File: config.mk
export PLATFORM = sky130hd
export DESIGN_NAME = mem_port_arbiter
export DESIGN_NICKNAME = d
export VERILOG_FILES = /design/src/rtl/mem_port_arbiter.sv
export SDC_FILE = /design/constraint.sdc
export NUM_CORES = 1
export LEC_CHECK = 0
export CORE_AREA = 2 2 105 107
export CTS_CLUSTER_SIZE = 40
export DETAILED_ROUTE_END_ITERATION = 6
export DIE_AREA = 0 0 107 109
export PLACE_DENSITY = 0.71
export SLEW_MARGIN = 20
export SYNTH_ARGS = -nofsm -noshare
export SYNTH_HDL_FRONTEND = slang
export SYNTH_SLANG_ARGS = --single-unit
File: constraint.sdc
create_clock -name clk -period 2.9 [get_ports clk]
set_input_delay 0.58 -clock clk [delete_from_list [all_inputs] [get_ports clk]]
set_output_delay 0.58 -clock clk [all_outputs]
set_load 0.005 [all_outputs]
File: src/rtl/mem_port_arbiter.sv
// Shares one synchronous-read memory port between instruction fetch and load/store.
// Optional fetch anti-starvation counter is enabled with `define MEM_ARB_FAIR_EN.
module mem_port_arbiter #(
  parameter int STARVE_MAX = 4
) (
  input  logic        clk,
  input  logic        rst_n,
  input  logic        if_req,
  input  logic [31:0] if_addr,
  output logic        if_gnt,
  output logic        if_rvalid,
  output logic [31:0] if_rdata,
  input  logic        d_req,
  input  logic        d_we,
  input  logic [1:0]  d_size,
  input  logic        d_unsigned,
  input  logic [31:0] d_addr,
  input  logic [31:0] d_wdata,
  output logic        d_gnt,
  output logic        d_rvalid,
  output logic [31:0] d_rdata,
  output logic        d_err,
  output logic        mem_en,
  output logic [3:0]  mem_we,
  output logic [31:0] mem_addr,
  output logic [31:0] mem_wdata,
  input  logic [31:0] mem_rdata
);

  typedef enum logic [1:0] {IDLE, RESP_IF, RESP_D} state_t;

  state_t      state, state_nxt;
  logic [1:0]  r_off;
  logic [1:0]  r_size;
  logic        r_unsigned;
  logic        r_we;
  logic        r_err;

  logic [1:0]  off;
  logic        misaligned;
  logic        fetch_first;
  logic [3:0]  lane_we;
  logic [31:0] repl;

  assign off        = d_addr[1:0];
  // Size 11 behaves as a word, so d_size[1] alone marks word accesses.
  assign misaligned = ((d_size == 2'b01) && off[0]) || (d_size[1] && (off != 2'b00));

`ifdef MEM_ARB_FAIR_EN
  logic [3:0] starve_cnt;

  always_ff @(posedge clk or negedge rst_n) begin
    if (!rst_n) begin
      starve_cnt <= 4'd0;
    end else if (if_gnt) begin
      starve_cnt <= 4'd0;
    end else if (if_req) begin
      starve_cnt <= starve_cnt + 4'd1;
    end
  end

  assign fetch_first = if_req && (starve_cnt == 4'(STARVE_MAX));
`else
  assign fetch_first = 1'b0;
`endif

  always_comb begin
    if_gnt = 1'b0;
    d_gnt  = 1'b0;
    if (rst_n) begin
      if (fetch_first)  if_gnt = 1'b1;
      else if (d_req)   d_gnt  = 1'b1;
      else if (if_req)  if_gnt = 1'b1;
    end
  end

  // Byte offset 0 is the most significant lane (mem_we[3], bits [31:24]).
  always_comb begin
    lane_we = 4'b1111;
    repl    = d_wdata;
    case (d_size)
      2'b00: begin
        lane_we = 4'b1000 >> off;
        repl    = {4{d_wdata[7:0]}};
      end
      2'b01: begin
        lane_we = off[1] ? 4'b0011 : 4'b1100;
        repl    = {2{d_wdata[15:0]}};
      end
      default: begin
        lane_we = 4'b1111;
        repl    = d_wdata;
      end
    endcase
  end

  always_comb begin
    mem_en    = 1'b0;
    mem_we    = 4'b0000;
    mem_addr  = 32'd0;
    mem_wdata = 32'd0;
    if (d_gnt) begin
      mem_en   = !misaligned;
      mem_addr = {d_addr[31:2], 2'b00};
      if (d_we && !misaligned) begin
        mem_we    = lane_we;
        mem_wdata = repl;
      end
    end else if (if_gnt) begin
      mem_en   = 1'b1;
      mem_addr = {if_addr[31:2], 2'b00};
    end
  end

  always_ff @(posedge clk or negedge rst_n) begin
    if (!rst_n) begin
      state      <= IDLE;
      r_off      <= 2'b00;
      r_size     <= 2'b00;
      r_unsigned <= 1'b0;
      r_we       <= 1'b0;
      r_err      <= 1'b0;
    end else begin
      state <= state_nxt;
      if (d_gnt) begin
        r_off      <= off;
        r_size     <= d_size;
        r_unsigned <= d_unsigned;
        r_we       <= d_we;
        r_err      <= misaligned;
      end
    end
  end

  always_comb begin
    state_nxt = IDLE;
    if (if_gnt)     state_nxt = RESP_IF;
    else if (d_gnt) state_nxt = RESP_D;
  end

  logic [7:0]  ld_byte;
  logic [15:0] ld_half;
  logic [31:0] ld_val;

  always_comb begin
    ld_byte = mem_rdata[31:24];
    case (r_off)
      2'b00:   ld_byte = mem_rdata[31:24];
      2'b01:   ld_byte = mem_rdata[23:16];
      2'b10:   ld_byte = mem_rdata[15:8];
      default: ld_byte = mem_rdata[7:0];
    endcase
    ld_half = r_off[1] ? mem_rdata[15:0] : mem_rdata[31:16];
    if (r_size[1])
      ld_val = mem_rdata;
    else if (r_size[0])
      ld_val = {{16{!r_unsigned && ld_half[15]}}, ld_half};
    else
      ld_val = {{24{!r_unsigned && ld_byte[7]}}, ld_byte};
  end

  always_comb begin
    if_rvalid = 1'b0;
    if_rdata  = 32'd0;
    d_rvalid  = 1'b0;
    d_rdata   = 32'd0;
    d_err     = 1'b0;
    case (state)
      RESP_IF: begin
        if_rvalid = 1'b1;
        if_rdata  = mem_rdata;
      end
      RESP_D: begin
        d_rvalid = 1'b1;
        d_err    = r_err;
        if (!r_we && !r_err) d_rdata = ld_val;
      end
      default: ;
    endcase
  end

endmodule

==> metrics.txt, run 1 <==
run status=finished clean; Sequential Area=226 um^2; Buffers & Inverters on Critical Path=4; clock group share of total power=0.139; Top Family by Delay on Critical Path=buffers and inverters; first-pass GRT wire length=18300 um; htree depth=1; I/O pin cnt=274; register bit count reported by yosys=9; required time of the critical path=2.32 ns; total gr overflow=0; number of max-cap violations=0; Slew @ Worst Pin=0.573 ns; fin. max-slew vios=0; clock skew=0 ns; worst vdd ir=0.000143 V; row cnt=38; main flop type after synthesis=dfrtp_1; DR WL/cell=17.0 um; clock sink count=9; critical path class=input pin to primary output; Final Setup Violations=0; routed vias/inst=4.73; leakage=2.48 nW; Routed Wire Length=12900 um; CP arrival=2.25 ns; Core Region=10600 um^2; NetSw=0.397 mW; largest net degree at the start of global routing=34; final worst slack=0.0674 ns; CTS max path bufs=2; top cell type's share of synthesized area=0.118; Die H=109 um; share of cells above drive strength 1=0.158; area delta synth->final=146%; area of the multi-input gates=1830 um^2; startpoint types=input pin; # fillers=1043; Slowest-stage cell, CP=clkdlybuf4s50_1; R2R setup slack=1.84 ns; Port Buffers=269; sequential-to-total area share from yosys stat=0.101; root buffer cell=clkbuf_8; Synth cell types=40; DRT iter0 DRCs=195; die area=11700 um^2; internal power=0.671 mW; Flop pwr share=0.164; combinational share of power=0.696; gpl congestion=0.864; Power per Cell Area=195 nW/um^2; final antenna-violating net count=0; Place WS=-0.256 ns; Avg Cell Area, Syn=6.85 um^2; crit-path max FO=12; Final Non-Filler Cells=761; placed insts=742; Yosys top cell by area=a22o_1; switching part of the total=0.371; CP Cell Sequence=clkdlybuf4s50_1 > or2_4 > a221oi_4 > buf_12 > buf_4 > o21ai_2 > a21oi_2 > dlygate4sd2_1; Netlist Area Pre-Place=2230 um^2; Synth async-reset ratio=1.00; GRT Overall Usage=0.204; Yosys warning total=0; Final Util=0.517; slowest cell delay on critical path=0.41 ns; DRC=0; total CTS buffers=3; Tcrit/Tclk final=0.977; die width=107 um; Worst slew margin=0.616; minimum clock period=2.83 ns; Vias=3599; TritonCTS clock tree=built; nets@finish=758; final hold vios=0; starting density of the core=0.210; Post-Syn Instances=325; Diodes inserted=0; clock latency on the worst-skew pair=0.24 ns; total iterations of the first detailed-routing run=6; Final HPWL DP=10500 um; Critical Path End Type=primary output; Hold WC Path Type=input pin to async pin; fmax=353 MHz; initial antenna violation count=0; Post-synth EDFFs=0; clk slew on worst S/H paths=0.04 ns; number of global-route vias before repair=3507; synth top area cells=a22o_1, dfrtp_1, and2_1, mux2i_1, a21oi_1
==> synth_stat cells, types with 8 or more instances <==
cell       n
a21oi_1   37
a22o_1    30
and2_1    35
and2_2     8
buf_2      8
clkbuf_1  14
dfrtp_1    9
inv_1     17
mux2i_1   20
nand2_1   22
nor2_1    33
o21ai_0   16
o22ai_1    8
==> cell families after synthesis <==
| family | after synthesis | share of synthesized area |
|---|---|---|
| AND/OR/NAND/NOR | 120 | 0.283 |
| AO/OA/AOI/OAI | 118 | 0.375 |
| buffers and inverters | 49 | 0.112 |
| multiplexers | 25 | 0.115 |
| flip-flops | 9 | 0.101 |
| XOR/XNOR | 3 | 0.0118 |
| other | 1 | 0.00168 |
==> stage by stage <==
stage | total power, mW | hold slack [ns] | setup TNS, ns | instance area, um^2
2_1_floorplan | 0.451 | 0.284 | 0 | 2230
3_3_place_gp | 0.869 | 0.541 | -9.39 | 5260
3_5_place_dp | 0.882 | 0.556 | -11.04 | 5260
4_1_cts | 1.06 | 0.412 | -0.0532 | 5400
5_1_grt | 1.14 | 0.429 | -0.00963 | 5480
6_report | 1.07 | 0.410 | 0 | 5480
==> layer usage <==
layer	routed length (um)	global-route usage	up-vias
li1	-	-	1745
met1	4390	0.194	1614
met2	6970	0.412	212
met3	1120	0.0508	28
met4	440	0.0835	0
met5	0	0	-
==> layout by cell type (no fill, tap or decap), drive strengths merged, types with 3 or more instances in the layout <==
cell type / Yosys / layout
nand2: 23 / 24
mux2i: 20 / 20
nor2: 33 / 33
and2: 43 / 43
o21ai: 18 / 18
mux2: 5 / 5
o22ai: 8 / 8
inv: 17 / 17
a22oi: 3 / 3
nand2b: 7 / 7
a22o: 30 / 30
dfrtp: 9 / 9
clkdlybuf4s50: 0 / 207
clkbuf: 14 / 5
dlymetal6s2s: 0 / 5
dlygate4sd2: 0 / 55
buf: 18 / 53
a21oi: 42 / 42
a221oi: 7 / 7
o31ai: 6 / 6
nor3: 5 / 5
==> sequential cells by signal (all words and copies together) (netlist names) <==
signal / flops
r_off: 2
r_err: 1
r_we: 1
r_unsigned: 1
r_size: 2
state: 2
==> timing repair <==
item / in CTS / in global routing
buffers inserted: 5 / 7
endpoints found under the setup margin: 92 / 29
pin swaps: 5 / 4
hold buffers: 0 / 0
gates resized for setup: 74 / 14
cloned: 3 / 0
==> power by group through the flow <==
stage               clock [mW]  combinational (mW)  sequential (mW)
floorplan                    0               0.297            0.154
global placement             0               0.699            0.170
detailed placement           0               0.709            0.172
CTS                      0.155               0.729            0.173
global route             0.161               0.797            0.179
finish                   0.149               0.744            0.175
==> area by class of cell <==
class | count | area share
Tap cell | 140 | 0.0320
Inverter | 17 | 0.0116
Timing Repair Buffer | 322 | 0.573
Clock buffer | 4 | 0.00822
Sequential cell | 9 | 0.0413
Multi-Input combinational cell | 269 | 0.333
==> path summary, 6_finish.rpt <==
| path | start | end | cells after the start |
|---|---|---|---|
| setup / recovery | d_addr[0] | mem_wdata[30] | 8 |
| setup reg to reg | r_size[1]$_DFFE_PN0P_ | r_size[1]$_DFFE_PN0P_ | 2 |
| max in group asynchronous | rst_n | r_off[0]$_DFFE_PN0P_ | 2 |
| min in group clk | r_we$_DFFE_PN0P_ | r_we$_DFFE_PN0P_ | 2 |
| hold reg to reg | r_we$_DFFE_PN0P_ | r_we$_DFFE_PN0P_ | 2 |
| hold / removal | rst_n | r_unsigned$_DFFE_PN0P_ | 2 |
Power figures use the tool's default switching activity.
==> run 2, diff against run 1 <==
--- a/config.mk
+++ b/config.mk
@@ -14,3 +14,4 @@
 export SYNTH_ARGS = -nofsm -noshare
 export SYNTH_HDL_FRONTEND = slang
 export SYNTH_SLANG_ARGS = --single-unit
+export TNS_END_PERCENT = 20
==> metrics.txt, run 2 (synthesis gave the netlist of run 1 again) <==
run status=finished, violations left; violated checks=negative setup slack; final hold vios=0 (unchanged); crit-path most repeated cell=clkdlybuf4s50_1; total gr overflow=0 (unchanged); Die H=109 um (unchanged); DRT iter0 DRCs=162 (-17%); Diodes inserted=0 (unchanged); starting density of the core=0.210 (unchanged); Slowest-stage cell, CP=clkdlybuf4s50_1; clock sink count=9 (unchanged); CTS Hold Buffers Added=0 (unchanged); fmax=342 MHz (-3.1%); RSZ-0062 raised after global routing=true; htree depth=1 (unchanged); worst vdd ir=0.000139 V (-2.5%); Power per Cell Area=195 nW/um^2 (+0.11%); startpoint types=input pin; critical path class=input pin to primary output; final antenna-violating net count=0 (unchanged); Worst slew margin=0.575 (-0.0411); most frequent cells in the layout=clkdlybuf4s50_1, dlygate4sd2_1, buf_4; clock skew=0 ns (unchanged); GRT Overall Usage=0.201 (-0.00277); # fillers=1056 (+1.2%); first-pass GRT wire length=18100 um (-1.2%); nets@finish=747 (-1.5%); TritonCTS clock tree=built; Hold WC Path Type=input pin to async pin; Largest regs=r_off x2, r_size x2, state x2; fin. max-slew vios=0 (unchanged); I/O pin cnt=274 (unchanged); root buffer cell=clkbuf_8; initial antenna violation count=0 (unchanged); row cnt=38 (unchanged); minimum clock period=2.92 ns (+0.0893 ns); die width=107 um (unchanged); Top Family by Delay on Critical Path=buffers and inverters; number of global-route vias before repair=3464 (-1.2%); routed vias/inst=4.73 (about the same); Vias=3548 (-1.4%); Slew @ Worst Pin=0.635 ns (+0.0614 ns); required time of the critical path=2.32 ns (about the same); Buffers & Inverters on Critical Path=2 (-2); gpl congestion=0.864 (unchanged); total iterations of the first detailed-routing run=4 (-2); die area=11700 um^2 (unchanged); largest net degree at the start of global routing=34 (unchanged); Routed Wire Length=12700 um (-1.8%); clock latency on the worst-skew pair=0.24 ns (about the same); CP Cell Sequence=clkdlybuf4s50_1 > or2_4 > a22oi_2 > nand3_4 > nor2_1 > clkdlybuf4s50_1; post-route design area=5370 um^2 (-2.0%); Post-DP Area=5260 um^2 (unchanged); placed insts=742 (unchanged); Core Region=10600 um^2 (unchanged); CTS max path bufs=2 (unchanged); final worst slack=-0.0219 ns (-0.0893 ns); commonest non-fill, non-tap cell in the layout=clkdlybuf4s50_1; DR WL/cell=16.9 um (-0.36%); number of max-cap violations=0 (unchanged); leakage=2.41 nW (-2.8%); share of cells above drive strength 1=0.144 (-0.0135); Tcrit/Tclk final=1.01 (+0.0308); Final Non-Filler Cells=750 (-1.4%); area delta synth->final=141%; CP arrival=2.34 ns (+0.09 ns); Critical Path End Type=primary output; Final Setup Violations=2 (+2); crit-path max FO=10 (-2); slowest cell delay on critical path=0.54 ns (+0.13 ns); DRC=0 (unchanged); total CTS buffers=3 (unchanged); clk slew on worst S/H paths=0.04 ns (about the same); Port Buffers=269 (unchanged); Final HPWL DP=10500 um (unchanged); Place WS=-0.256 ns (unchanged)
[run 2: what timing repair did]
item	CTS	global route
resized for setup	57	20
gates cloned	1	0
pin swaps	4	2
setup endpoints to repair	92	60
buffers inserted	1	2
[run 2: layer usage]
metal | part of all wire | GRT usage | vias to the layer above | wire length [um]
li1 | - | - | 1727 | -
met4 | 0.031 | 0.0807 | 0 | 390
met5 | 0 | 0 | - | 0
met2 | 0.55 | 0.404 | 196 | 6920
met1 | 0.34 | 0.193 | 1599 | 4310
met3 | 0.084 | 0.0514 | 26 | 1070
[run 2: path summary, 6_finish.rpt]
path,start,to,slack [ns],depth (start not counted)
worst max register to register,r_size[1]$_DFFE_PN0P_,r_size[1]$_DFFE_PN0P_,1.87,2
worst min-delay path,rst_n,r_unsigned$_DFFE_PN0P_,0.31,2
min in group clk,r_we$_DFFE_PN0P_,r_we$_DFFE_PN0P_,0.57,2
max in group asynchronous,rst_n,r_off[0]$_DFFE_PN0P_,2.43,2
worst min register to register,r_we$_DFFE_PN0P_,r_we$_DFFE_PN0P_,0.57,2
worst max-delay path,d_addr[0],mem_wdata[21],-0.02,6
[run 2: report_power, final]
part           total (mW)  switching, mW  internal (mW)
Combinational       0.725          0.304          0.420
Clock               0.149         0.0528         0.0960
Sequential          0.174         0.0331          0.141
Total                1.05          0.390          0.658
[run 2: through the flow]
stage	utilization	total power [mW]	hold WS [ns]	TNS, ns
after global routing	0.506	1.12	0.326	-0.368
after global placement	0.496	0.869	0.541	-9.39
after floorplan	-	0.451	0.284	0
after CTS	0.501	1.04	0.566	-0.689
after detailed placement	0.496	0.882	0.556	-11.04
final	0.506	1.05	0.307	-0.0305
[run 2: final cells by class]
type,count,area [um^2],share of cell area
clock buffer,4,45.0,0.00839
sequential,9,226,0.0422
inverter,17,63.8,0.0119
tap,140,175,0.0326
timing repair buffer,311,3030,0.563
multi-input combinational,269,1830,0.342
==> run 3, diff against run 2 <==
--- a/config.mk
+++ b/config.mk
@@ -10,6 +10,7 @@
 export DETAILED_ROUTE_END_ITERATION = 6
 export DIE_AREA = 0 0 107 109
 export PLACE_DENSITY = 0.71
+export REMOVE_ABC_BUFFERS = 1
 export SLEW_MARGIN = 20
 export SYNTH_ARGS = -nofsm -noshare
 export SYNTH_HDL_FRONTEND = slang
==> metrics.txt, run 3 (synthesis gave the netlist of run 1 again) <==
run status=finished clean; total CTS buffers=3 (unchanged); htree depth=1 (unchanged); Final HPWL DP=9680 um (-7.6%); fin. max-slew vios=0 (unchanged); Post-DP Area=5220 um^2 (-0.86%); critical path class=input pin to primary output; commonest non-fill, non-tap cell in the layout=clkdlybuf4s50_1; fmax=348 MHz (+1.7%); Critical Path End Type=primary output; CTS max path bufs=2 (unchanged); first-pass GRT wire length=17100 um (-5.8%); DRC=0 (unchanged); Vias=3523 (-0.70%); final antenna-violating net count=0 (unchanged); Power per Cell Area=192 nW/um^2 (-1.8%); CTS Hold Buffers Added=0 (unchanged); worst vdd ir=0.0000939 V (-33%); startpoint types=input pin; Final Util=0.507 (about the same); total iterations of the first detailed-routing run=4 (unchanged); Port Buffers=269 (unchanged); DRT iter0 DRCs=134 (-17%); minimum clock period=2.87 ns (-0.0494 ns); root buffer cell=clkbuf_8; share of cells above drive strength 1=0.141 (-0.00281); die width=107 um (unchanged); R2R Path Start=r_size[1]$_DFFE_PN0P_; CP Launch Point=mem_rdata[7]; total power=1.03 mW (-1.7%); RSZ-0062 raised after global routing=true; initial antenna violation count=0 (unchanged); Place WS=-0.236 ns (+0.0195 ns); clock skew=0 ns (unchanged); final hold vios=0 (unchanged); Die H=109 um (unchanged); DR WL/cell=15.8 um (-6.4%); area delta synth->final=141% (about the same); final worst slack=0.0275 ns (+0.0494 ns); most frequent cells in the layout=clkdlybuf4s50_1, dlygate4sd2_1, a21oi_1; post-route design area=5370 um^2 (about the same); Final Setup Violations=0 (-2); gpl congestion=0.830 (-3.9%); routed vias/inst=4.71 (-0.44%); crit-path max FO=8 (-2); hold_sp=r_err$_DFFE_PN0P_; Hold WC Path Type=register to register; GRT Overall Usage=0.185 (-0.0155); largest net degree at the start of global routing=34 (unchanged); starting density of the core=0.210 (unchanged); TritonCTS clock tree=built; required time of the critical path=2.32 ns (about the same); die area=11700 um^2 (unchanged); clock latency on the worst-skew pair=0.23 ns (about the same); I/O pin cnt=274 (unchanged); Core Region=10600 um^2 (unchanged); clock sink count=9 (unchanged); Diodes inserted=0 (unchanged); R2R setup slack=1.87 ns (about the same); CP arrival=2.29 ns (-0.05 ns); leakage=2.74 nW (+13%); number of global-route vias before repair=3408 (-1.6%); Routed Wire Length=11800 um (-6.6%); Tcrit/Tclk final=0.991 (-0.0170); Largest regs=r_off x2, r_size x2, state x2; number of max-cap violations=0 (unchanged); clk slew on worst S/H paths=0.04 ns (about the same); nets@finish=745 (-0.27%); row cnt=38 (unchanged); total gr overflow=0 (unchanged)
-- run 3: changes by cell type in the layout (fill, tap and decap cells not counted), moves of 2 or more --
cell,before,now
dlymetal6s2s_1,8,26
clkdlybuf4s50_1,216,193
clkbuf_2,1,3
buf_4,37,34
dlygate4sd2_1,41,45
clkdlybuf4s15_1,3,1
-- run 3: what timing repair did --
action | in CTS | in global routing
cloned | 1 | 0
endpoints found under the setup margin | 90 | 51
buffers inserted | 4 | 2
resized for setup | 59 | 42
pin swaps | 4 | 8
-- run 3: critical path: stages --
cell and delay [ns]:
clkdlybuf4s50_1 0.50, mux2i_2 0.10, a22oi_2 0.19, buf_4 0.15
nand2_4 0.10, a21oi_1 0.15, clkdlybuf4s50_1 0.52
-- run 3: final timing paths --
check,to,depth (start not counted)
min in group asynchronous,state[1]$_DFF_PN0_,3
worst min-delay path,r_err$_DFFE_PN0P_,1
max in group asynchronous,r_unsigned$_DFFE_PN0P_,3
worst max-delay path,d_rdata[27],7
worst min register to register,r_err$_DFFE_PN0P_,1
worst max register to register,r_size[1]$_DFFE_PN0P_,2
-- run 3: through the flow --
stage                     cells  hold slack, ns  TNS [ns]
after global routing        748           0.591    -0.496
after CTS                   746           0.567    -0.352
after detailed placement    737           0.554     -9.40
final                       748           0.565         0
after floorplan             294           0.284         0
after global placement      737           0.544     -7.97
-- run 3: per-layer routing --
layer,share of wire,global-route usage,up-vias
met5,0,0,-
met4,0.023,0.0686,0
met3,0.085,0.0418,21
met2,0.54,0.374,194
met1,0.35,0.183,1590
li1,-,-,1718
-- run 3: area by class of cell --
cell class / count / area (um^2)
Clock buffer: 4 / 45.0
Fill cell: 1042 / 5230
Inverter: 17 / 63.8
Multi-Input combinational cell: 269 / 1820
Sequential cell: 9 / 225
Tap cell: 140 / 175
Timing Repair Buffer: 309 / 3040
-- run 3: report_power, final --
group / internal [mW] / switching, mW
Clock: 0.0955 / 0.0468
Combinational: 0.417 / 0.299
Sequential: 0.141 / 0.0302
Total: 0.653 / 0.376
